`src/rtl/seq_detector_param_moore_pkg.sv`:
```
// Shared definitions for the parametrised Moore pattern detector: state encoding,
// pattern-length legality check and the fill-counter width helper.
package seq_detector_param_moore_pkg;

    // State encoding shared by the detector and anything that decodes its state
    localparam logic [1:0] ST_FILL  = 2'd0;
    localparam logic [1:0] ST_ARMED = 2'd1;
    localparam logic [1:0] ST_MATCH = 2'd2;

    typedef enum logic [1:0] {
        StFill  = ST_FILL,
        StArmed = ST_ARMED,
        StMatch = ST_MATCH
    } det_state_e;

    localparam int unsigned PAT_LEN_MIN = 2;
    localparam int unsigned PAT_LEN_MAX = 32;

    // True when a pattern length is inside the supported range
    function automatic bit pat_len_legal(input int unsigned len);
        return (len >= PAT_LEN_MIN) && (len <= PAT_LEN_MAX);
    endfunction

    // Bits needed for a fill counter that must reach the value len itself
    function automatic int unsigned fill_width(input int unsigned len);
        return $clog2(len + 1);
    endfunction

endpackage

```
`src/rtl/seq_det_match_counter.sv`:
```
// Saturating match counter for seq_detector_param_moore.
// Only exists in builds with SEQDET_MATCH_COUNT_EN defined, so counter-less builds
// carry no trace of it.
`ifdef SEQDET_MATCH_COUNT_EN
module seq_det_match_counter #(
    parameter int unsigned CNT_W = 8
) (
    input  logic             clock,
    input  logic             reset,
    input  logic             inc,
    output logic [CNT_W-1:0] count,
    output logic             sat
);

    logic [CNT_W-1:0] r_count;
    logic             r_sat;
    logic [CNT_W-1:0] w_count_nxt;

    // Next count: step on inc, stick at all-ones instead of wrapping
    always_comb begin
        w_count_nxt = r_count;
        if (inc && !(&r_count)) begin
            w_count_nxt = r_count + CNT_W'(1);
        end
    end

    // Count and saturation flag update together so sat always matches count
    always_ff @(posedge clock) begin
        if (!reset) begin
            r_count <= '0;
            r_sat   <= 1'b0;
        end else begin
            r_count <= w_count_nxt;
            r_sat   <= &w_count_nxt;
        end
    end

    assign count = r_count;
    assign sat   = r_sat;

endmodule
`endif

```
`src/rtl/seq_detector_param_moore.sv`:
```
// Parametrised Moore serial pattern detector with runtime-loadable pattern and overlap
// mode, valid-qualified input and an optional saturating match counter.
// Build option: SEQDET_MATCH_COUNT_EN enables match_count/count_sat; otherwise both are 0.
module seq_detector_param_moore
    import seq_detector_param_moore_pkg::*;
#(
    parameter int unsigned        PAT_LEN     = 4,
    parameter logic [PAT_LEN-1:0] DEFAULT_PAT = 4'b1011,
    parameter int unsigned        CNT_W       = 8
) (
    input  logic               clock,
    input  logic               reset,
    input  logic               sequence_in,
    input  logic               in_valid,
    input  logic               cfg_load,
    input  logic [PAT_LEN-1:0] cfg_pattern,
    input  logic               cfg_overlap,
    output logic               detector_out,
    output logic [CNT_W-1:0]   match_count,
    output logic               count_sat
);

    localparam int unsigned        FILL_W = fill_width(PAT_LEN);
    localparam logic [FILL_W-1:0] FILL_FULL = FILL_W'(PAT_LEN);

    if (!pat_len_legal(PAT_LEN)) begin : g_bad_pat_len
        $error("seq_detector_param_moore: PAT_LEN must be within 2..32");
    end

    logic [PAT_LEN-1:0] r_pat;
    logic               r_overlap;
    logic [PAT_LEN-1:0] r_hist;
    logic [FILL_W-1:0]  r_fill;
    det_state_e         r_state;
    logic               r_det;

    logic [PAT_LEN-1:0] w_hist_shift;
    logic [FILL_W-1:0]  w_fill_inc;
    logic               w_hit;

    // History/fill as they would be after accepting the current bit, and whether that
    // completes the pattern; fill counts only bits gathered since the last clear
    always_comb begin
        w_hist_shift = {r_hist[PAT_LEN-2:0], sequence_in};
        w_fill_inc   = (r_fill == FILL_FULL) ? FILL_FULL : r_fill + FILL_W'(1);
        w_hit        = (w_fill_inc == FILL_FULL) && (w_hist_shift == r_pat);
    end

    // Detector FSM; cfg_load outranks an accepted bit, and MATCH never outlives one cycle
    always_ff @(posedge clock) begin
        if (!reset) begin
            r_pat     <= DEFAULT_PAT;
            r_overlap <= 1'b1;
            r_hist    <= '0;
            r_fill    <= '0;
            r_state   <= StFill;
            r_det     <= 1'b0;
        end else if (cfg_load) begin
            r_pat     <= cfg_pattern;
            r_overlap <= cfg_overlap;
            r_fill    <= '0;
            r_state   <= StFill;
            r_det     <= 1'b0;
        end else if (in_valid) begin
            r_hist <= w_hist_shift;
            if (w_hit) begin
                r_state <= StMatch;
                r_det   <= 1'b1;
                // Non-overlap mode must see a whole fresh pattern before the next hit
                r_fill  <= r_overlap ? FILL_FULL : '0;
            end else begin
                r_fill  <= w_fill_inc;
                r_state <= (w_fill_inc == FILL_FULL) ? StArmed : StFill;
                r_det   <= 1'b0;
            end
        end else begin
            r_det <= 1'b0;
            if (r_state == StMatch) begin
                r_state <= r_overlap ? StArmed : StFill;
            end
        end
    end

    assign detector_out = r_det;

`ifdef SEQDET_MATCH_COUNT_EN
    logic w_count_inc;

    // One increment per entry into MATCH; reset is applied inside the counter
    always_comb begin
        w_count_inc = in_valid && !cfg_load && w_hit;
    end

    seq_det_match_counter #(
        .CNT_W (CNT_W)
    ) u_match_counter (
        .clock (clock),
        .reset (reset),
        .inc   (w_count_inc),
        .count (match_count),
        .sat   (count_sat)
    );
`else
    assign match_count = '0;
    assign count_sat   = 1'b0;
`endif

endmodule

```
`config.mk`:
```
export PLATFORM = sky130hd
export DESIGN_NAME = seq_detector_param_moore
export DESIGN_NICKNAME = d
export VERILOG_FILES = /design/src/rtl/seq_detector_param_moore_pkg.sv /design/src/rtl/seq_det_match_counter.sv /design/src/rtl/seq_detector_param_moore.sv
export SDC_FILE = /design/constraint.sdc
export NUM_CORES = 1
export LEC_CHECK = 0
export ABC_AREA = 1
export BUFFER_PORTS_ARGS = -buffer_cell sky130_fd_sc_hd__buf_4
export CAP_MARGIN = 10
export CORE_AREA = 2 2 42 44
export CTS_CLUSTER_DIAMETER = 50
export DETAILED_ROUTE_END_ITERATION = 10
export DIE_AREA = 0 0 44 46
export PLACE_DENSITY = 0.7
export SYNTH_ARGS = -nofsm -noshare
export SYNTH_HDL_FRONTEND = slang
export SYNTH_SLANG_ARGS = --single-unit
```
`constraint.sdc`:
```
create_clock -name clock -period 1.3 [get_ports clock]
set_input_delay 0 -clock clock [delete_from_list [all_inputs] [get_ports clock]]
set_output_delay 0 -clock clock [all_outputs]
set_load 0.01 [all_outputs]
```
==> summary.md, run 1 <==
| Metric | Value |
|---|---|
| NumNets Final | `126` |
| Global placement routability congestion | `0.7193` |
| R2R cell count | `8` |
| Status | `finished, violations left` |
| Wl on met1 | `560 um` |
| Ratio of cells with drive above 1 in the final layout | `28.32%` |
| Vias per inst | `4.569` |
| CTS tree | `yes` |
| Worst-Skew Late Latency | `270 ps` |
| Area grow syn2layout | `31.85%` |
| Element type at the critical path end | `flip-flop` |
| Core area | `1614 um^2` |
| Clock-pin slew on the worst setup and hold paths | `around 70 ps` |
| Final hold violation count | `0` |
| Avg Cell Area, Syn | `7.122 um^2` |
| Max frequency | `761.8 MHz` |
| Largest family of logic cells by synthesized area | `simple AND/OR/NAND/NOR gates` |
| Top-count cell post-synth | `nand2_1` |
| Synth Area in Adders | `3.861%` |
| CP Class | `flip-flop to flip-flop` |
| Power, Total | `844.3 uW` |
| Clock skew | `between 0.7 and 0.8 ps` |
| WP data arrival | `approximately 1500 ps` |
| Compound-Gate Fraction of Synth Area | `between 10% and 20%` |
| Max incr delay on CP | `340 ps` |
| CP dominant cell by count | `nand2_1` |
| Top sig layer | `met4` |
| Die area | `2024 um^2` |
| Top cells by area, synth | `dfxtp_1, buf_4, nand2_1, inv_1, a21oi_1` |
| Synth top cells by count | `nand2_1, inv_1, dfxtp_1` |
| Fraction of the cycle the final worst path needs | `101.0%` |
| Post-Synth XOR/XNOR Area | `0%` |
| Routed vias | `594` |
| Fillers | `161` |
| Post-synth EDFFs | `0` |
| Num Clock Sinks | `12` |
| Max cap viols | `0` |
| Cell at the root of the clock tree | `clkbuf_4` |
| Htree depth | `1` |
| Pre-CTS setup slack | `-25.85 ps` |
| Synth Area in Simple Gates | `21.62%` |
| Area share of the largest cell type after synthesis | `37.07%` |
| Maximum vdd ir drop | `0.6392 mV` |
| Hold path depth | `3` |
| Post-route ant nets | `0` |
| RSZ-0062 raised after global routing | `yes` |
| Wire length on met2 | `672 um` |
| Most used DFF post-synth | `dfxtp_1` |
| Crit-path slowest cell | `dfxtp_2` |
| Worst Path Max Fanout | `3` |
| Final WL | `1.277 mm` |
| Row count | `15` |
| P_leak | `0.0004240 uW` |
| Post-synthesis sequential area ratio | `37.07%` |
| Post-layout minimum cycle time | `approximately 1300 ps` |
| Starting Density | `approximately 40%` |
| Synth unique cells | `17` |
| Final Util | `52.95%` |
| N_diodes | `0` |
| Drt pass-1 iters | `4` |
| Width of the die | `44 um` |
| Metal3 WL | `38 um` |
| Final Max Slew Viols | `0` |
| Leading area contributor after synthesis | `dfxtp_1` |
| Mux share of post-synthesis cell area | `0%` |
| Startpoint types | `flip-flop` |
| Setup violators final | `1` |
| DP HPWL | `907.9 um` |
| Port Buf Inserts | `10` |
| Vias in the first global route | `around 490` |
| Die Span Y | `46 um` |
| Hold Path Class | `input pin to flip-flop` |
| Worst-path cell chain | `inv_2, ha_4, nand2_1, nand2_2, nand3_1, nor2_2, nand2_1, nor4_2` |
| Largest net degree at the start of global routing | `14` |
| Failing checks | `setup timing` |
| Longest Clk Path Bufs | `2` |
| Final worst slack | `-12.69 ps` |
| Io pins | `20` |
| DR WL/cell | `9.823 um` |
| Antenna violations before repair | `0` |
| Async set-reset flop share out of synthesis | `0%` |
| Global-route wire length before repair | `1.932 mm` |
| Initial drt markers | `13` |
| Synthesized flop and latch total | `12` |
| PwrDens | `988.0 nW/um^2` |
| Drt drc | `0` |
| Gr ovfl total | `0` |
| Required time of the worst setup path | `1490 ps` |
| Number of CTS-inserted buffers | `3` |
| Synth Cell Area | `648.1 um^2` |
| Synth warnings | `0` |
| GRT Overall Usage | `13.12%` |
| Syn Inst Count | `91` |
==> sequential cells by signal (all words and copies together) (netlist names) <==
register      cells
r_pat             4
r_hist            3
r_fill            3
r_overlap         1
detector_out      1
==> final timing paths <==
path / from / end / slack [ps]
setup / recovery: r_fill[0] / detector_out / -10
hold reg to reg: r_overlap / r_overlap / 470
setup reg to reg: r_fill[0] / detector_out / -10
hold / removal: sequence_in / r_hist[0] / 10
==> cell usage in the layout, fill, tap and decap left out <==
cell type,instances
nand2_1,15
inv_1,13
buf_4,13
dfxtp_1,10
o21ai_0,9
conb_1,9
a21oi_1,8
dlygate4sd3_1,7
nor2_1,6
inv_2,3
nor2_2,3
nand3_1,3
clkbuf_4,3
a21oi_2,2
dfxtp_2,2
nor2_4,1
nand2_2,1
nor4_2,1
o211ai_1,1
ha_4,1
ha_2,1
clkbuf_8,1
==> through the flow <==
| stage | setup TNS (ps) | cell area, um^2 | hold WS, ps | cells |
|---|---|---|---|---|
| floorplan | 0 | 678.2 | 84.23 | 99 |
| global placement | 0 | 701.9 | 213.8 | 116 |
| detailed placement | -25.85 | 701.9 | 220.2 | 116 |
| CTS | 0 | 817.0 | 10.29 | 128 |
| global route | -152.1 | 854.6 | 17.97 | 130 |
| finish | -12.69 | 854.6 | 11.42 | 130 |
==> area by class of cell <==
type / instances / area [um^2] / share of cell area [%]
clock buffers: 4 / 36.28 / 4.246
repair buffers: 20 / 167.7 / 19.62
inverters: 16 / 60.06 / 7.028
flip-flops and latches: 12 / 242.7 / 28.40
well taps: 17 / 21.27 / 2.489
multi-input cells: 61 / 326.6 / 38.21
==> metal layers <==
metal,up-vias,global-route usage (%)
met4,0,7.273
met5,-,0
met2,11,22.35
met1,272,16.19
li1,309,-
met3,2,1.190
==> worst max-delay path: cells and delay by family, from the launching register on <==
kind / cells / cell delay, ps
buf+inv: 1 / 80
fa+ha+maj: 1 / 120
flops: 1 / 340
simple gates: 6 / 700
==> kinds of logic (layout without fill, tap and decap cells) <==
group	Yosys count	count (layout)
flops	12	12
compound gates	20	20
simple gates	30	30
other cells	1	9
buf+inv	26	40
fa+ha+maj	2	2
==> timing repair <==
action                     4_1_cts  5_1_grt
resized for setup                1        7
setup buffers                    1        2
setup endpoints to repair        2        2
gates cloned                     0        0
pin swaps                        0        7
hold buffers                     7        0
hold endpoints to repair         8        0
==> power by group <==
| part | internal [uW] | total, uW | switching [uW] |
|---|---|---|---|
| Clock | 170 | 293 | 123 |
| Combinational | 70.1 | 152 | 81.9 |
| Sequential | 388 | 400 | 11.6 |
| Total | 628 | 844 | 216 |
No activity file was read; power rests on OpenSTA's default activity.
==> run 2: changes to the inputs <==
--- a/config.mk
+++ b/config.mk
@@ -8,11 +8,13 @@
 export ABC_AREA = 1
 export BUFFER_PORTS_ARGS = -buffer_cell sky130_fd_sc_hd__buf_4
 export CAP_MARGIN = 10
-export CORE_AREA = 2 2 42 44
-export CTS_CLUSTER_DIAMETER = 50
+export CELL_PAD_IN_SITES_DETAIL_PLACEMENT = 0
+export CELL_PAD_IN_SITES_GLOBAL_PLACEMENT = 2
+export CORE_AREA = 2 2 57 59
+export CTS_CLUSTER_DIAMETER = 80
 export DETAILED_ROUTE_END_ITERATION = 10
-export DIE_AREA = 0 0 44 46
-export PLACE_DENSITY = 0.7
+export DIE_AREA = 0 0 59 61
+export PLACE_DENSITY_LB_ADDON = 0.1
 export SYNTH_ARGS = -nofsm -noshare
 export SYNTH_HDL_FRONTEND = slang
 export SYNTH_SLANG_ARGS = --single-unit
==> run 2 against run 1 <==
The flow now finishes without violations. Total power is 2.1% higher. Sequential power hardly changed. Critical path depth is 1 higher. Worst hold slack worse by 3.5 ps. First-iteration DRC count is 62% lower. Count of clock-buffer cells in the layout stayed put. Register-to-register slack better by 100 ps. Combinational power is 3% higher. Setup slack better by 100 ps. Clock power is 4% higher. Die area is 78% higher. Via count is 4.4% lower.
==> summary.md, run 2 (synthesis gave the netlist of run 1 again) <==
| Metric | Value |
|---|---|
| Global placement routability congestion | `0.7302` |
| GRT Overall Usage | `8.813%` |
| Element type at the critical path end | `flip-flop` |
| Width of the die | `59 um` |
| CP bufs+invs | `1` |
| Post-layout instance area | `roughly 910 um^2` |
| Required time of the worst setup path | `between 1500 and 2000 ps` |
| Hold Path Class | `input pin to flip-flop` |
| Max reg flops | `4` |
| Gr ovfl total | `0` |
| Largest net degree at the start of global routing | `14` |
| CP Class | `flip-flop to flip-flop` |
| Row count | `20` |
| Min-delay src | `cfg_load` |
| CP dominant cell by count | `nand2_1` |
| Setup violators final | `0` |
| Num Clock Sinks | `12` |
| N_diodes | `0` |
| Largest registers | `r_pat x4, r_fill x3, r_hist x3` |
| Max cap viols | `0` |
| RSZ-0062 raised after global routing | `yes` |
| Routed vias | `568` |
| Area grow syn2layout | `40.54%` |
| Maximum vdd ir drop | `0.3604 mV` |
| Most frequent cells in the layout | `nand2_1, inv_1, buf_4` |
| Min-Delay Endpoint | `detector_out` |
| Clock skew | `2.484 ps` |
| Final worst slack | `87.13 ps` |
| NumNets Final | `127` |
| Setup TNS Final | `0 ps` |
| Pre-CTS setup slack | `3.153 ps` |
| Most common cell after layout, fill and taps aside | `nand2_1` |
| Final Util | `30.85%` |
| Startpoint types | `flip-flop` |
| Drt drc | `0` |
| Post-layout minimum cycle time | `1213 ps` |
| Hold path depth | `2` |
| Longest Clk Path Bufs | `2` |
| CTS tree | `yes` |
| Fraction of the cycle the final worst path needs | `93.30%` |
| Worst Path Max Fanout | `3` |
| FF-to-FF End | `r_fill[2]` |
| WP data arrival | `1430 ps` |
| Drt pass-1 iters | `4` |
| Biggest register | `r_pat` |
| Worst-path cell chain | `buf_4, ha_4, nand2_1, nand2_1, nor2_2, nor2_2, nand3_1, nand2_1, a21oi_2` |
| Core area | `2953 um^2` |
| Global-route wire length before repair | `about 2.3 mm` |
| Max incr delay on CP | `330 ps` |
| Die area | `3599 um^2` |
| R2r setup slk | `~87 ps` |
| CP delay by family, top | `simple AND/OR/NAND/NOR gates` |
| Vias in the first global route | `549` |
| Cell at the root of the clock tree | `clkbuf_4` |
| Post-route ant nets | `0` |
| Status | `finished clean` |
| Initial drt markers | `5` |
| Die Span Y | `61 um` |
| Final worst hold slack | `7.942 ps` |
| DR WL/cell | `9.374 um` |
| Starting Density | `a little over a fifth` |
| Placed cell areas | `roughly 740 um^2` |
| Final Max Slew Viols | `0` |
| Final WL | `1.378 mm` |
| Antenna violations before repair | `0` |
| Number of CTS-inserted buffers | `3` |
| Port Buf Inserts | `10` |
| Clock-pin slew on the worst setup and hold paths | `approximately 80 ps` |
| Critical R2R Launch | `r_fill[1]` |
| Worst-Skew Late Latency | `270 ps` |
| Crit-path slowest cell | `dfxtp_2` |
| Ratio of cells with drive above 1 in the final layout | `29.82%` |
| Vias per inst | `3.864` |
| Io pins | `20` |
| Max frequency | `~800 MHz` |
| PwrDens | `946.4 nW/um^2` |
| Final hold violation count | `0` |
| P_leak | `0.0004298 uW` |
| Htree depth | `1` |
| R2R cell count | `9` |
| DP HPWL | `1.082 mm` |
-- run 2: changes by cell type in the layout (fill, tap and decap cells not counted), sizes merged --
cell / previous run / this run
dlygate4sd3: 7 / 8
-- run 2: final cells by class --
cell class / instances / area (um^2)
inverters: 16 / 60.06
repair buffers: 21 / 181.4
fillers: 344 / 2042
clock buffers: 4 / 36.28
multi-input cells: 61 / 349.1
flip-flops and latches: 12 / 242.7
well taps: 33 / 41.29
-- run 2: worst register-to-register path, cell delays in order (launching register included) --
cell and delay, ps:
dfxtp_2 330, buf_4 130, ha_4 150, nand2_1 60, nand2_1 50, nor2_2 140, nor2_2 50, nand3_1 70
nand2_1 60, a21oi_2 100
-- run 2: routing by layer --
| layer | global-route usage [%] | vias to the layer above | part of all wire (%) |
|---|---|---|---|
| met5 | 0 | - | 0 |
| met3 | 1.919 | 2 | 3.2 |
| met4 | 6.818 | 0 | 1.4 |
| met1 | 9.987 | 247 | 47 |
| met2 | 14.44 | 9 | 49 |
| li1 | - | 310 | - |
-- run 2: power breakdown --
group	switching [uW]	internal (uW)	total, uW
logic	84.3	72.3	157
registers	11.1	388	399
clock network	136	170	306
total	232	631	862
-- run 2: metrics by stage --
step	std cells	total power (uW)
global placement	134	533.4
detailed placement	134	532.9
finish	147	862.1
CTS	146	870.1
floorplan	99	503.3
global route	147	916.3
-- run 2: how the worst max path moves through the flow --
stage | slack [ps] | to | depth (start not counted) | startpoint
after floorplan | 70 | r_fill[2] | 8 | r_fill[0]
after global placement | 30 | r_fill[2] | 8 | r_fill[0]
after detailed placement | 3 | r_fill[2] | 8 | r_fill[0]
after CTS | 2 | r_fill[2] | 8 | r_fill[1]
after global routing | -40 | r_fill[2] | 8 | r_fill[0]
final | 90 | r_fill[2] | 9 | r_fill[1]
-- run 2: what timing repair did --
item | 4_1_cts | 5_1_grt
endpoints found under the setup margin | 2 | 2
hold buffers | 8 | 0
gates resized for setup | 2 | 11
pin swaps | 1 | 7
buffers inserted | 0 | 1
endpoints found under the hold margin | 10 | 0
